==> config.mk <==
export PLATFORM = sky130hd
export DESIGN_NAME = mapped_wt_cache
export DESIGN_NICKNAME = d
export VERILOG_FILES = /design/src/rtl/mapped_wt_cache_pkg.sv /design/src/rtl/mapped_wt_cache_memory_map.sv /design/src/rtl/mapped_wt_cache.sv
export SDC_FILE = /design/constraint.sdc
export NUM_CORES = 1
export LEC_CHECK = 0
export CORE_MARGIN = 3
export CORE_UTILIZATION = 65
export DETAILED_ROUTE_END_ITERATION = 7
export GPL_TIMING_DRIVEN = 1
export HOLD_SLACK_MARGIN = 0.06
export PLACE_DENSITY_LB_ADDON = 0.1
export SLEW_MARGIN = 20
export SYNTH_ARGS = -nofsm -noshare
export SYNTH_HDL_FRONTEND = slang
export SYNTH_HIERARCHICAL = 1
export SYNTH_SLANG_ARGS = --single-unit
==> constraint.sdc <==
create_clock -name clk -period 14.45 [get_ports clk]
set_clock_uncertainty 0.1 [all_clocks]
set_input_delay 3.6125 -clock clk [delete_from_list [all_inputs] [get_ports clk]]
set_output_delay 3.6125 -clock clk [all_outputs]
set_load 0.02 [all_outputs]
==> src/rtl/mapped_wt_cache_pkg.sv <==
// rtl/mapped_wt_cache_pkg.sv - shared state encoding and default address map for the word cache
package mapped_wt_cache_pkg;

    typedef enum logic [1:0] {
        ST_IDLE,
        ST_FILL,
        ST_WRITE,
        ST_WDONE
    } state_t;

    localparam logic [31:0] DEF_CACHE_BASE  = 32'h0000_0000;
    localparam logic [31:0] DEF_CACHE_LIMIT = 32'h0FFF_FFFF;

endpackage

==> src/rtl/mapped_wt_cache_memory_map.sv <==
// rtl/mapped_wt_cache_memory_map.sv - combinational decoder flagging addresses inside the cacheable window
module memory_map
    import mapped_wt_cache_pkg::*;
#(
    parameter logic [31:0] BASE  = DEF_CACHE_BASE,
    parameter logic [31:0] LIMIT = DEF_CACHE_LIMIT
) (
    input  logic [31:0] addr_i,
    output logic        cacheable_o
);

    // Offset form keeps a single unsigned compare and stays correct when BASE is zero.
    assign cacheable_o = ((addr_i - BASE) <= (LIMIT - BASE));

endmodule

==> src/rtl/mapped_wt_cache.sv <==
// rtl/mapped_wt_cache.sv - direct-mapped write-through no-write-allocate word cache
module mapped_wt_cache
    import mapped_wt_cache_pkg::*;
#(
    parameter int          WORD_SIZE   = 32,
    parameter int          INDEX_BITS  = 4,
    parameter logic [31:0] CACHE_BASE  = DEF_CACHE_BASE,
    parameter logic [31:0] CACHE_LIMIT = DEF_CACHE_LIMIT
) (
    input  logic                 clk,
    input  logic                 rst,
    input  logic [31:0]          addr,
    input  logic                 re,
    input  logic                 wr,
    input  logic [WORD_SIZE-1:0] data_in,
    output logic [WORD_SIZE-1:0] data_out,
    output logic                 cacheable,
    output logic                 cache_miss_stall,
    output logic [31:0]          ext_addr,
    output logic                 ext_re,
    output logic                 ext_wr,
    output logic [WORD_SIZE-1:0] ext_data_out,
    input  logic [WORD_SIZE-1:0] ext_data_in,
    input  logic                 ext_ack
);

    localparam int LINES = 1 << INDEX_BITS;
    localparam int TAG_W = 30 - INDEX_BITS;

    state_t                 state_q;
    logic [LINES-1:0]       valid_q;
    logic [TAG_W-1:0]       tag_q  [LINES];
    logic [WORD_SIZE-1:0]   data_q [LINES];
    logic [31:0]            lat_addr_q;
    logic [WORD_SIZE-1:0]   lat_data_q;
    logic                   ext_re_q;
    logic                   ext_wr_q;

    logic [INDEX_BITS-1:0]  idx;
    logic [TAG_W-1:0]       tag;
    logic [INDEX_BITS-1:0]  lat_idx;
    logic [TAG_W-1:0]       lat_tag;
    logic                   req;
    logic                   hit;
    logic                   lat_hit;

    memory_map #(
        .BASE  (CACHE_BASE),
        .LIMIT (CACHE_LIMIT)
    ) u_map (
        .addr_i      (addr),
        .cacheable_o (cacheable)
    );

    assign idx     = addr[2 +: INDEX_BITS];
    assign tag     = addr[31 : 2+INDEX_BITS];
    assign lat_idx = lat_addr_q[2 +: INDEX_BITS];
    assign lat_tag = lat_addr_q[31 : 2+INDEX_BITS];
    assign req     = cacheable && (re || wr);
    assign hit     = valid_q[idx] && (tag_q[idx] == tag);
    assign lat_hit = valid_q[lat_idx] && (tag_q[lat_idx] == lat_tag);

    assign ext_addr     = lat_addr_q;
    assign ext_data_out = lat_data_q;
    assign ext_re       = ext_re_q;
    assign ext_wr       = ext_wr_q;

    always_comb begin
        cache_miss_stall = 1'b0;
        data_out         = '0;
        case (state_q)
            ST_IDLE: begin
                cache_miss_stall = req && (wr || !hit);
                if (req && !wr && hit) begin
                    data_out = data_q[idx];
                end
            end
            ST_FILL, ST_WRITE: cache_miss_stall = 1'b1;
            default: cache_miss_stall = 1'b0;
        endcase
    end

    always_ff @(posedge clk) begin
        if (rst) begin
            state_q    <= ST_IDLE;
            valid_q    <= '0;
            lat_addr_q <= '0;
            lat_data_q <= '0;
            ext_re_q   <= 1'b0;
            ext_wr_q   <= 1'b0;
        end else begin
            case (state_q)
                ST_IDLE: begin
                    if (req && wr) begin
                        lat_addr_q <= {addr[31:2], 2'b00};
                        lat_data_q <= data_in;
                        ext_wr_q   <= 1'b1;
                        state_q    <= ST_WRITE;
                    end else if (req && !hit) begin
                        lat_addr_q <= {addr[31:2], 2'b00};
                        ext_re_q   <= 1'b1;
                        state_q    <= ST_FILL;
                    end
                end
                ST_FILL: begin
                    if (ext_ack) begin
                        valid_q[lat_idx] <= 1'b1;
                        tag_q[lat_idx]   <= lat_tag;
                        data_q[lat_idx]  <= ext_data_in;
                        ext_re_q         <= 1'b0;
                        state_q          <= ST_IDLE;
                    end
                end
                ST_WRITE: begin
                    // Write-through: refresh a resident line, never allocate a new one.
                    if (ext_ack) begin
                        if (lat_hit) begin
                            data_q[lat_idx] <= lat_data_q;
                        end
                        ext_wr_q <= 1'b0;
                        state_q  <= ST_WDONE;
                    end
                end
                default: state_q <= ST_IDLE;
            endcase
        end
    end

endmodule

* After elaboration in Yosys (flattened, before gate mapping)
Memory sizes are Yosys's and may differ from the RTL's. A register that Yosys moved wholly into a read port is not among the register bits.
Index checks and enable logic that the tools add are counted.
** Operators by class
- Bitwise gates (word level) :: 2
- Divide/modulo/power cells :: 0
- Magnitude comparators :: 4
- Shift operators :: 0
- Add/sub/neg operators :: 0
- Equality and inequality tests :: 10
- Reductions and logical operators :: 24
- Mux-type cells :: 34
- $mul :: 0
** Operators by type and width (count)
- 32-bit 2-to-1 mux :: 5
- 26-bit equality test :: 2
- 32-bit by 28-bit less-or-equal comparator with 1-bit output (second input constant) :: 1
- 1-bit 2-to-1 mux :: 16
- 16-bit OR :: 1
- 4-bit by 5-bit < comparator with 1-bit output (second input constant) :: 2
- 2-bit inequality test (second input constant) :: 5
- 1-bit logical AND :: 9
- 1-bit binary-select mux with 4-bit select :: 2
- 2-bit 2-to-1 mux :: 4
- 4-bit 2-to-1 mux :: 2
- 1-bit case mux with 2 select lines :: 3
- 2-bit case mux with 3 select lines :: 1
- 2-bit AND reduction :: 3
- 3-bit AND reduction :: 2
- 2-bit nonzero test :: 3
- 1-bit demux with 4-bit select :: 1
- 4-bit by 1-bit greater-or-equal comparator with 1-bit output (second input constant) :: 1
- 4-bit AND reduction :: 1
- 3-bit inequality test (second input constant) :: 1
- 2-bit by 1-bit equality test with 1-bit output (second input constant) :: 1
- 2-bit equality test (second input constant) :: 1
- 1-bit zero test :: 2
- 2-bit zero test :: 1
- 3 further kinds :: 4
** Word-level totals
- Memory bits (read-only) :: 0
- Logic and storage cells :: 82
- Memory bits (writable) :: 928
- Output and inout port bits :: 100
- Bits of input ports :: 101
- Flip-flop bits (word level) :: 84
- Memories :: 2
- Latch bits :: 0
** Memories
- data_q :: depth 16, bits a word 32, read ports 1, clocked after memory_dff 0, wr ports 1, line mapped_wt_cache.sv:33 : logic [WORD_SIZE-1:0] data_q [LINES];
- tag_q :: depth 16, bits a word 26, read ports 2, clocked after memory_dff 1, wr ports 1, line mapped_wt_cache.sv:32 : logic [TAG_W-1:0] tag_q [LINES];

* Longest topological paths before layout
Gate-level depths: netlist of the first run.
- Word-level depth :: 9
- Mapped depth :: 16
- Gate-level depth less buffers :: 9

* Modules after synthesis
The synthesis of the first run kept the hierarchy.
** By module, submodules not included
- mapped_wt_cache :: cells an instance 2162, area each 43345.3 sq um, sequential area each 29588.4 sq um, instances 1
- memory_map :: cells an instance 1, area each 12.5 sq um, sequential area each 0.0 sq um, instances 1

* Least setup slack after synthesis of the first run
No wires, ideal clock.
- Kind :: input port to output port
- Start point :: input addr[2]
- End point :: output data_out[10]
- Stages on the path :: 9
- Setup slack :: 4286 ps
- Data required time :: 10738 ps
- Arrival :: 6452 ps
- Buffers on the path :: 6
- Cell sequence :: buf_2 buf_2 buf_4 buf_2 buf_2 buf_1 mux4_2 mux4_2 nor2b_1
** On the way
- Longest elaborated chain between the ends :: 6
- Elaborated cells between the ends (all ways) :: 12
- Classes of those cells :: order compare: 1; eq/ne: 1; mux: 4; reduce/logical: 4; memory: 2
** RTL lines
- start: declaration :: line mapped_wt_cache.sv:12 : input logic [31:0] addr,
- 32-bit by 28-bit less-or-equal comparator with 1-bit output, or another cell as far along :: line mapped_wt_cache_memory_map.sv:13 : assign cacheable_o = ((addr_i - BASE) <= (LIMIT - BASE));
- 1-bit logical AND, or another cell as far along :: line mapped_wt_cache.sv:59 : assign req = cacheable && (re || wr);
- 1-bit logical AND, on equally long branches :: line mapped_wt_cache.sv:74, mapped_wt_cache.sv:60
- 1-bit logical AND :: line mapped_wt_cache.sv:74 : if (req && !wr && hit) begin
- 32-bit 2-to-1 mux (*) :: line mapped_wt_cache.sv:74
- 32-bit 2-to-1 mux (*) :: line mapped_wt_cache.sv:71 : case (state_q)
- end: declaration :: line mapped_wt_cache.sv:16 : output logic [WORD_SIZE-1:0] data_out,
Mark *: on every way between the ends. The rest lies on a longest branch, timed or not. The select of a mux whose other input is x is not followed.

* Final worst setup path of the first run
- Start point :: input addr[2]
- End point :: output data_out[17]
Same word-level chain as after synthesis.

==> flow_metrics.py, run 1 <==
metrics = {
    "floorplanning": {
        "die_h_um": 264.3,
        "coreArea_um2": 65860,
        "fp.dieArea_um2": 69840,
        "io_pins": 201,
        "die_w_um": 264.3,
        "start_util": 0.6583,
        "placementRows": 94,
    },
    "place": {
        "place_hpwl_mm": 56.12,
        "place_congestion": 0.8248,
        "io_buffers": 196,
        "dp_slack_ns": 2.314,
    },
    "sta": {
        "drv_slew": 0,
        "max_freq_mhz": 82.69,
        "postLayoutSetupSlackWorst_ns": 2.357,
        "hold_violations": 0,
        "finalSetupViolations": 0,
        "fin_crit_ns": 12.09,
        "max_slew_margin": 0.3612,
        "fin_tns_setup_ns": 0,
        "rsz0062_at_grt": "no",
        "min_period_over_period": 0.8369,
        "tightestPinTransition_ns": 0.9582,
    },
    "global_routing": {
        "grt_first_pass_wirelength_mm": 156.8,
        "gr-usage-all-layers": 0.3086,
        "antenna_found_initial": 1,
        "grt_max_degree": 129,
        "grt_pass1_vias": 23890,
        "gr-total-overflow": 0,
    },
    "detailed_routing": {
        "dr_total_vias": 22800,
        "drc": 0,
        "drt_iter0_markers": 2303,
        "ant_nets": 0,
        "firstDrtPassIters": 7,
        "via_per_inst": 6.862,
        "wl_mm": 105.9,
        "wl_per_cell_um": 31.87,
    },
    "worst_setup_path": {
        "critical-path-top-delay-family": "buffers and inverters",
        "arrival_ns": 8.38,
        "path_common_cell": "buf_4",
        "critical_path.startpoint_type": "input pin",
        "path_max_fanout": 81,
        "critical_path_class": "in2out",
        "critPathMaxStageDelay_ns": 0.89,
        "required_ns": 10.74,
        "crit_chain": "buf_8 -> buf_4 -> mux2i_1 -> xnor2_1 -> o21ai_0 -> nand4b_1 -> nor4bb_1 -> nand4_1 -> or2_1 -> buf_4 -> nor2b_1 -> clkdlybuf4s50_1",
        "endpoint_kind": "primary output",
        "slowest_stage": "buf_4",
        "cp_num_buf_inv": 4,
    },
    "power": {
        "ir_drop_mv": 0.1127,
        "clock_power_share": 0.419,
        "p_leak_nw": 16.04,
        "seq_power_share": 0.519,
        "power_switching_mw": 1.297,
        "internal_power_mw": 4.910,
        "p_comb_frac": 0.062,
        "powerDensity_nw_per_um2": 125.2,
        "sw_frac_of_total": 0.2089,
    },
    "clock_network": {
        "ctsHoldBuffers": 0,
        "cts_sinks": 1014,
        "numCtsBuffers": 98,
        "post-cts-setup-buffers": 0,
        "cts_tree": "done",
        "clock_latency_ns": 0.66,
        "cts_max_level": 3,
        "path_clk_slew_ns": 0.06,
        "cts.repair.resized": 0,
        "max-clock-path-buffers": 3,
        "cts-root-buf": "clkbuf_16",
    },
    "status": {
        "status": "complete, no violations",
    },
    "yosys": {
        "ys_seq_area_frac": 0.6824,
        "syn_area_um2": 43360,
        "synth_ff_type": "edfxtp_1",
        "syn_area_per_cell_um2": 20.05,
        "synth.distinct_cells": 57,
        "synth_seq_cells": 1014,
        "synthCells": 2163,
        "yosys_warnings": 6,
        "async_flop_share": 0,
        "synth-edff-count": 928,
    },
    "worst_hold_path": {
        "hp-class": "reg2reg",
    },
    "final_layout": {
        "drive_gt1_frac": 0.2696,
        "finalNetCount": 2480,
        "areaGrowthSynthToFinish_pct": 14.37,
        "n_antenna_cell": 0,
    },
    "run": {
        "max_cap_viol_count": 0,
    },
}
==> metrics by stage <==
stage	total power, mW	hold slack [ns]	util	cell area [µm²]	cells
after floorplan	3.538	0.3381	-	43360	2164
after global placement	3.656	0.3483	0.7035	46340	3139
after detailed placement	3.666	0.3617	0.7035	46340	3139
after CTS	6.244	0.3744	0.7529	49590	3323
after global routing	6.373	0.3912	0.7529	49590	3323
final	6.206	0.3762	0.7529	49590	3323
==> registers in the layout, summed over array words and instances, names as in the netlist, named ones only <==
| signal | cells |
|---|---|
| data_q | 512 |
| tag_q | 416 |
| ext_data_out | 32 |
| ext_addr | 30 |
| valid_q | 16 |
| state_q | 2 |
| ext_re | 1 |
| ext_wr | 1 |
==> metal layers <==
| layer | routed length [µm] | vias up | track usage |
|---|---|---|---|
| met5 | 0 | - | 0 |
| met4 | 3964 | 0 | 0.1153 |
| met3 | 7891 | 232 | 0.04582 |
| met2 | 55520 | 1189 | 0.5265 |
| met1 | 38510 | 12020 | 0.4116 |
| li1 | - | 9358 | - |
==> area by class of cell <==
type | instances | area (µm²)
tap | 864 | 1081
inverter | 7 | 26.28
clock inverter | 49 | 589.3
fill | 3580 | 16270
timing repair buffer | 251 | 2391
multi-input combinational | 1003 | 13240
clock buffer | 135 | 2665
sequential | 1014 | 29600
==> cell families (layout without fill, tap and decap cells) <==
kind of cell	Yosys count	count (layout)	synth area share
compound gates	106	106	0.01700
fa+ha+maj	4	4	0.001154
xor+xnor	74	74	0.01495
other cells	1	2	0.00008649
mux	517	517	0.2344
buf+inv	147	442	0.01804
simple gates	300	300	0.03197
flops	1014	1014	0.6824
==> power groups by stage <==
stage               Sequential (mW)  Clock [mW]  Combinational (mW)
floorplan                      3.28           0               0.255
global placement               3.28           0               0.373
detailed placement             3.28           0               0.381
CTS                            3.22        2.64               0.385
global route                   3.22        2.74               0.406
finish                         3.22        2.60               0.382
==> synthesized netlist by cell type, drive strengths merged, types with 9 or more instances <==
cell type / n / area share
a21o: 17 / 0.0029
a21oi: 41 / 0.0047
buf: 87 / 0.013
clkbuf: 53 / 0.0046
dfxtp: 86 / 0.040
edfxtp: 928 / 0.64
mux2: 36 / 0.012
mux2i: 95 / 0.022
mux4: 386 / 0.20
nand2: 154 / 0.013
nand3: 14 / 0.0016
nand4: 11 / 0.0017
nor2: 46 / 0.0040
nor2b: 43 / 0.0062
o21ai: 9 / 0.0011
xnor2: 43 / 0.0087
xor2: 31 / 0.0063
==> cell usage in the layout, fill, tap and decap left out, types with 5 or more instances in the layout <==
master / count
a22o_1: 8
edfxtp_1: 928
clkbuf_16: 101
a21o_1: 17
inv_1: 5
buf_4: 55
clkbuf_1: 33
nor2_4: 32
clkinv_2: 14
nand2b_1: 5
dfxtp_1: 83
o21ai_0: 8
mux4_2: 386
bufinv_16: 13
a221oi_1: 6
nand2_1: 154
clkinv_1: 17
nor2b_1: 43
mux2_2: 6
nand4_1: 10
xor2_1: 31
nor2_1: 14
clkdlybuf4s50_1: 191
xnor2_1: 43
nand3_1: 14
a22oi_1: 5
mux2i_1: 95
mux2_4: 30
a21oi_1: 41
==> worst reg2reg max path: cells and delay by family, from the launching register on <==
family	cells	cell delay [ns]
AND/OR/NAND/NOR	5	1.66
buffers and inverters	3	1.65
multiplexers	2	1.19
flip-flops	1	0.52
XOR/XNOR	1	0.25
AO/OA/AOI/OAI	1	0.22
==> final timing paths <==
check	slack [ns]	cells after the start	from	to
worst min register to register	0.38	1	valid_q[15]$_SDFFE_PP0P_	valid_q[15]$_SDFFE_PP0P_
worst min-delay path	0.38	1	valid_q[15]$_SDFFE_PP0P_	valid_q[15]$_SDFFE_PP0P_
worst max-delay path	2.36	12	addr[2]	data_out[17]
worst max register to register	8.47	12	flop	data_q[14][10]$_DFFE_PP_
Power figures use the tool's default switching activity.
==> run 2: changes to the inputs <==
- CORE_UTILIZATION: 65 -> 55
- clock period: 14.45 -> 10.9 ns (I/O delays scaled with it)
==> run 2 against run 1 <==
Compared with the run above: final cell count up 5.9%; sequential share of layout area down 0.51 points; sequential power increased by 33%; wire length down 0.64%; first-iteration DRC count is 16% lower; global-route usage is 4.8 points lower; non-clock buffer count rose by 10; flip-flop and latch count stayed put; critical endpoint is now data_out[15]; largest cell class unchanged.
==> flow_metrics.py, run 2 (same netlist as run 1, synthesis figures left out) <==
metrics = {
    "status": {
        "status": "complete, no violations",
    },
    "power": {
        "powerDensity_nw_per_um2": 165.0,
        "power_switching_mw": 1.744,
        "clock_power_share": 0.420,
        "seq_power_share": 0.518,
        "p_comb_frac": 0.062,
        "sw_frac_of_total": 0.2114,
        "p_leak_nw": 16.15,
        "ir_drop_mv": 0.1596,
        "internal_power_mw": 6.509,
    },
    "worst_setup_path": {
        "r2r_end": "data_q[7][31]$_DFFE_PP_",
        "required_ns": 8.08,
        "ff2ff_path_depth": 12,
        "critical_path_class": "in2out",
        "critical_path.startpoint_type": "input pin",
        "path_max_fanout": 49,
        "ff2ff_setup_slack_ns": 4.94,
        "arrival_ns": 7.25,
        "endpoint_kind": "primary output",
    },
    "detailed_routing": {
        "firstDrtPassIters": 7,
        "drt_iter0_markers": 1929,
        "via_per_inst": 6.372,
        "dr_total_vias": 22420,
        "drc": 0,
        "wl_mm": 105.2,
        "ant_nets": 0,
        "wl_per_cell_um": 29.91,
    },
    "floorplanning": {
        "die_w_um": 286.8,
        "fp.dieArea_um2": 82240,
        "die_h_um": 286.8,
        "start_util": 0.5579,
        "coreArea_um2": 77720,
        "io_pins": 201,
        "placementRows": 102,
    },
    "final_layout": {
        "areaGrowthSynthToFinish_pct": 15.36,
        "utilization": 0.6436,
        "layout_commonest_cell": "edfxtp_1",
        "finalNetCount": 2494,
        "largest_reg_flops": 512,
        "drive_gt1_frac": 0.2794,
        "final_cell_mix": "928 x edfxtp_1, 386 x mux4_2, 191 x clkdlybuf4s50_1",
        "post-route-cell-area_um2": 50020,
        "stdcell_count": 3518,
        "regMostFlops": "data_q",
        "n_fill_cell": 5208,
    },
    "global_routing": {
        "grt_first_pass_wirelength_mm": 155.1,
        "gr-total-overflow": 0,
        "antenna_found_initial": 1,
        "grt_pass1_vias": 23150,
        "grt_max_degree": 105,
        "gr-usage-all-layers": 0.2604,
    },
    "clock_network": {
        "cts_sinks": 1014,
        "path_clk_slew_ns": 0.06,
        "post-cts-setup-buffers": 0,
        "ctsHoldBuffers": 0,
        "max-clock-path-buffers": 3,
        "cts_tree": "done",
        "cts_max_level": 3,
        "cts.repair.resized": 0,
        "numCtsBuffers": 102,
        "clock_latency_ns": 0.66,
        "cts-root-buf": "clkbuf_16",
    },
    "worst_hold_path": {
        "hold_end": "valid_q[10]$_SDFFE_PP0P_",
        "hp-start": "valid_q[10]$_SDFFE_PP0P_",
        "hp-class": "reg2reg",
        "holdPathStages": 1,
    },
    "sta": {
        "min_period_over_period": 0.9243,
        "rsz0062_at_grt": "no",
        "fin_tns_setup_ns": 0,
        "max_slew_margin": 0.3287,
        "fin_crit_ns": 10.07,
        "drv_slew": 0,
        "tightestPinTransition_ns": 1.007,
        "finalSetupViolations": 0,
        "hold_violations": 0,
        "max_freq_mhz": 99.26,
        "timing.hold.ws_ns": 0.3666,
    },
    "place": {
        "place_congestion": 0.8049,
        "place_hpwl_mm": 57.62,
        "place_area_um2": 46660,
        "placedCellCount": 3325,
        "io_buffers": 196,
    },
    "run": {
        "max_cap_viol_count": 0,
    },
}
## run 2: cell types whose count changed in the layout (fill, tap and decap cells not counted), sizes merged, moves of 3 or more
| cell | previous run | this run |
|---|---|---|
| bufinv | 13 | 10 |
| clkinv | 31 | 46 |
| clkbuf | 135 | 129 |
| buf | 60 | 70 |
| clkinvlp | 1 | 4 |
## run 2: per-layer routing
layer | part of all wire | track usage | vias up
li1 | - | - | 9403
met1 | 0.39 | 0.3478 | 12000
met2 | 0.53 | 0.4571 | 839
met3 | 0.059 | 0.03220 | 170
met4 | 0.026 | 0.07243 | 2
met5 | 0.00012 | 0 | -
## run 2: final cells by class
type	instances	area [µm²]	area share
timing repair buffer	261	2491	0.04980
clock buffer	129	2726	0.05451
sequential	1014	29600	0.5917
antenna	1	2.502	0.00005003
multi-input combinational	1003	13240	0.2647
tap	1040	1301	0.02602
clock inverter	63	633.1	0.01266
inverter	7	26.28	0.0005253
## run 2: power groups by stage
stage	clock network [mW]	registers, mW	logic (mW)
2_1_floorplan	0	4.35	0.338
3_3_place_gp	0	4.35	0.511
3_5_place_dp	0	4.35	0.518
4_1_cts	3.53	4.27	0.519
5_1_grt	3.69	4.27	0.549
6_report	3.47	4.27	0.513
## run 2: stage by stage
step	setup WS, ns	power [mW]
2_1_floorplan	2.511	4.690
3_3_place_gp	0.8600	4.863
3_5_place_dp	0.7991	4.872
4_1_cts	0.7896	8.320
5_1_grt	0.5318	8.512
6_report	0.8252	8.253
## run 2: worst max-delay path, cell delays in order
cell and delay [ns]:
buf_4 0.60, buf_4 0.61, mux4_2 0.40, nand2b_1 0.08, nand2_1 0.05, o21ai_0 0.21, xor2_1 0.32, nor4bb_1 0.27
nand4_1 0.17, buf_4 0.23, or2_2 0.59, nor2b_1 0.27, clkdlybuf4s50_1 0.63
## run 2: how the worst max path moves through the flow
stage	from	end	slack, ns	cells past startpoint
floorplan	addr[2]	data_out[10]	2.51	9
global placement	addr[2]	data_out[4]	0.86	13
detailed placement	addr[2]	data_out[20]	0.80	13
CTS	addr[2]	data_out[20]	0.79	13
global route	addr[2]	data_out[15]	0.53	13
finish	addr[5]	data_out[15]	0.83	13
==> run 3: changes to the inputs <==
- CELL_PAD_IN_SITES_DETAIL_PLACEMENT: not set -> 1
- CELL_PAD_IN_SITES_GLOBAL_PLACEMENT: not set -> 2
- CORE_UTILIZATION: 55 -> 43
- SLEW_MARGIN: 20 -> not set
==> run 3 against run 2 <==
Compared with the run above: total power is 1.6% higher; first-iteration DRC count is 18% higher; flip-flop and latch count stayed put; via count is 0.13% higher; largest power group unchanged; final cell count is 7.4% higher; largest cell class unchanged; hold slack better by 0.0054 ns.
==> flow_metrics.py, run 3 (same netlist as run 1, synthesis figures left out) <==
metrics = {
    "status": {
        "status": "complete, no violations",
    },
    "sta": {
        "rsz0062_at_grt": "no",
        "fin_crit_ns": 10.14,
        "fin_tns_setup_ns": 0,
        "max_slew_margin": 0.2919,
        "tightestPinTransition_ns": 1.058,
        "hold_violations": 0,
        "finalSetupViolations": 0,
        "min_period_over_period": 0.9299,
        "drv_slew": 0,
        "max_freq_mhz": 98.65,
    },
    "worst_setup_path": {
        "critPathMaxStageDelay_ns": 0.74,
        "endpoint_kind": "primary output",
        "ff2ff_setup_slack_ns": 4.35,
        "critical_path_class": "in2out",
        "crit_chain": "buf_8 -> buf_4 -> mux4_2 -> mux2i_1 -> xor2_1 -> a21oi_1 -> a2111oi_2 -> nand4_1 -> or2_2 -> nor2b_1 -> clkdlybuf4s50_1",
        "arrival_ns": 7.31,
        "required_ns": 8.08,
        "path_max_fanout": 60,
        "critical-path-top-delay-family": "buffers and inverters",
        "critical_path.startpoint_type": "input pin",
        "slowest_stage": "or2_2",
        "cp_num_buf_inv": 3,
    },
    "run": {
        "max_cap_viol_count": 0,
    },
    "final_layout": {
        "finalNetCount": 2501,
        "drive_gt1_frac": 0.2775,
        "areaGrowthSynthToFinish_pct": 16.31,
        "largest_reg_flops": 512,
        "regMostFlops": "data_q",
        "layout_commonest_cell": "edfxtp_1",
        "n_fill_cell": 8817,
        "final_cell_mix": "928 x edfxtp_1, 386 x mux4_2, 191 x clkdlybuf4s50_1",
        "utilization": 0.5087,
    },
    "clock_network": {
        "cts_tree": "done",
        "ctsHoldBuffers": 0,
        "cts_sinks": 1014,
        "numCtsBuffers": 107,
        "max-clock-path-buffers": 3,
        "cts.repair.resized": 0,
        "post-cts-setup-buffers": 0,
        "clock_latency_ns": 0.69,
        "cts_max_level": 3,
        "path_clk_slew_ns": 0.06,
        "cts-root-buf": "clkbuf_16",
    },
    "floorplanning": {
        "io_pins": 201,
        "die_w_um": 323.5,
        "fp.dieArea_um2": 104700,
        "die_h_um": 323.5,
        "coreArea_um2": 99140,
        "start_util": 0.4373,
        "placementRows": 115,
    },
    "detailed_routing": {
        "ant_nets": 0,
        "firstDrtPassIters": 5,
        "wl_per_cell_um": 31.70,
        "drt_iter0_markers": 2273,
        "dr_total_vias": 22450,
        "drc": 0,
        "via_per_inst": 5.941,
        "wl_mm": 119.8,
    },
    "worst_hold_path": {
        "hp-class": "reg2reg",
    },
    "global_routing": {
        "antenna_found_initial": 4,
        "grt_pass1_vias": 24180,
        "grt_max_degree": 77,
        "gr-total-overflow": 0,
        "gr-usage-all-layers": 0.2314,
        "grt_first_pass_wirelength_mm": 172.9,
    },
    "power": {
        "internal_power_mw": 6.580,
        "power.total_mw": 8.386,
        "p_comb_frac": 0.063,
        "ir_drop_mv": 0.1155,
        "power_switching_mw": 1.807,
        "powerDensity_nw_per_um2": 166.3,
        "sw_frac_of_total": 0.2154,
        "p_leak_nw": 16.20,
        "clock_power_share": 0.427,
        "seq_power_share": 0.510,
    },
    "place": {
        "io_buffers": 196,
        "place_hpwl_mm": 67.34,
        "place_congestion": 0.7758,
    },
}
[run 3: power groups by stage]
stage	Sequential [mW]	Clock (mW)	Combinational (mW)
floorplan	4.35	0	0.338
global placement	4.36	0	0.530
detailed placement	4.36	0	0.538
CTS	4.28	3.67	0.540
global route	4.28	3.83	0.567
finish	4.28	3.58	0.529
[run 3: final timing paths]
check	end	cells after the start	start
worst max-delay path	data_out[19]	11	addr[4]
worst min-delay path	ext_data_out[31]$_SDFFE_PP0P_	2	ext_data_out[31]$_SDFFE_PP0P_
worst max register to register	data_q[15][9]$_DFFE_PP_	13	flop
worst min register to register	ext_data_out[31]$_SDFFE_PP0P_	2	ext_data_out[31]$_SDFFE_PP0P_
[run 3: stage by stage]
step,hold slack (ns),area (µm²),std cells,setup WS (ns)
floorplan,0.3381,43360,2164,2.511
global placement,0.3469,46990,3574,0.7436
detailed placement,0.3603,46990,3574,0.7118
CTS,0.3740,50430,3777,0.6887
global route,0.3944,50430,3777,0.4578
finish,0.3719,50430,3778,0.7636
[run 3: cell type report]
class	count	area, µm²	share of cell area
flip-flops and latches	1014	29600	0.5869
diodes	1	2.502	0.00004962
multi-input cells	1003	13240	0.2626
clock buffers	147	2889	0.05729
well taps	1287	1610	0.03193
clock inverters	56	553.0	0.01097
inverters	7	26.28	0.0005210
repair buffers	263	2506	0.04970
[run 3: tightest hold or removal path: cells and delay by family (launching register included)]
| family | cells | cell delay, ns |
|---|---|---|
| AOI/OAI and AO/OA | 1 | 0.05 |
| and+or+nand+nor | 1 | 0.06 |
| DFF | 1 | 0.32 |
[run 3: layer usage]
layer / share of wire / wire (µm) / vias to the layer above / global-route usage
met5: 0.00035 / 42 / - / 0
met4: 0.026 / 3074 / 6 / 0.06413
met3: 0.053 / 6342 / 170 / 0.03538
met2: 0.51 / 61600 / 654 / 0.4005
met1: 0.41 / 48700 / 12190 / 0.3066
li1: - / - / 9430 / -
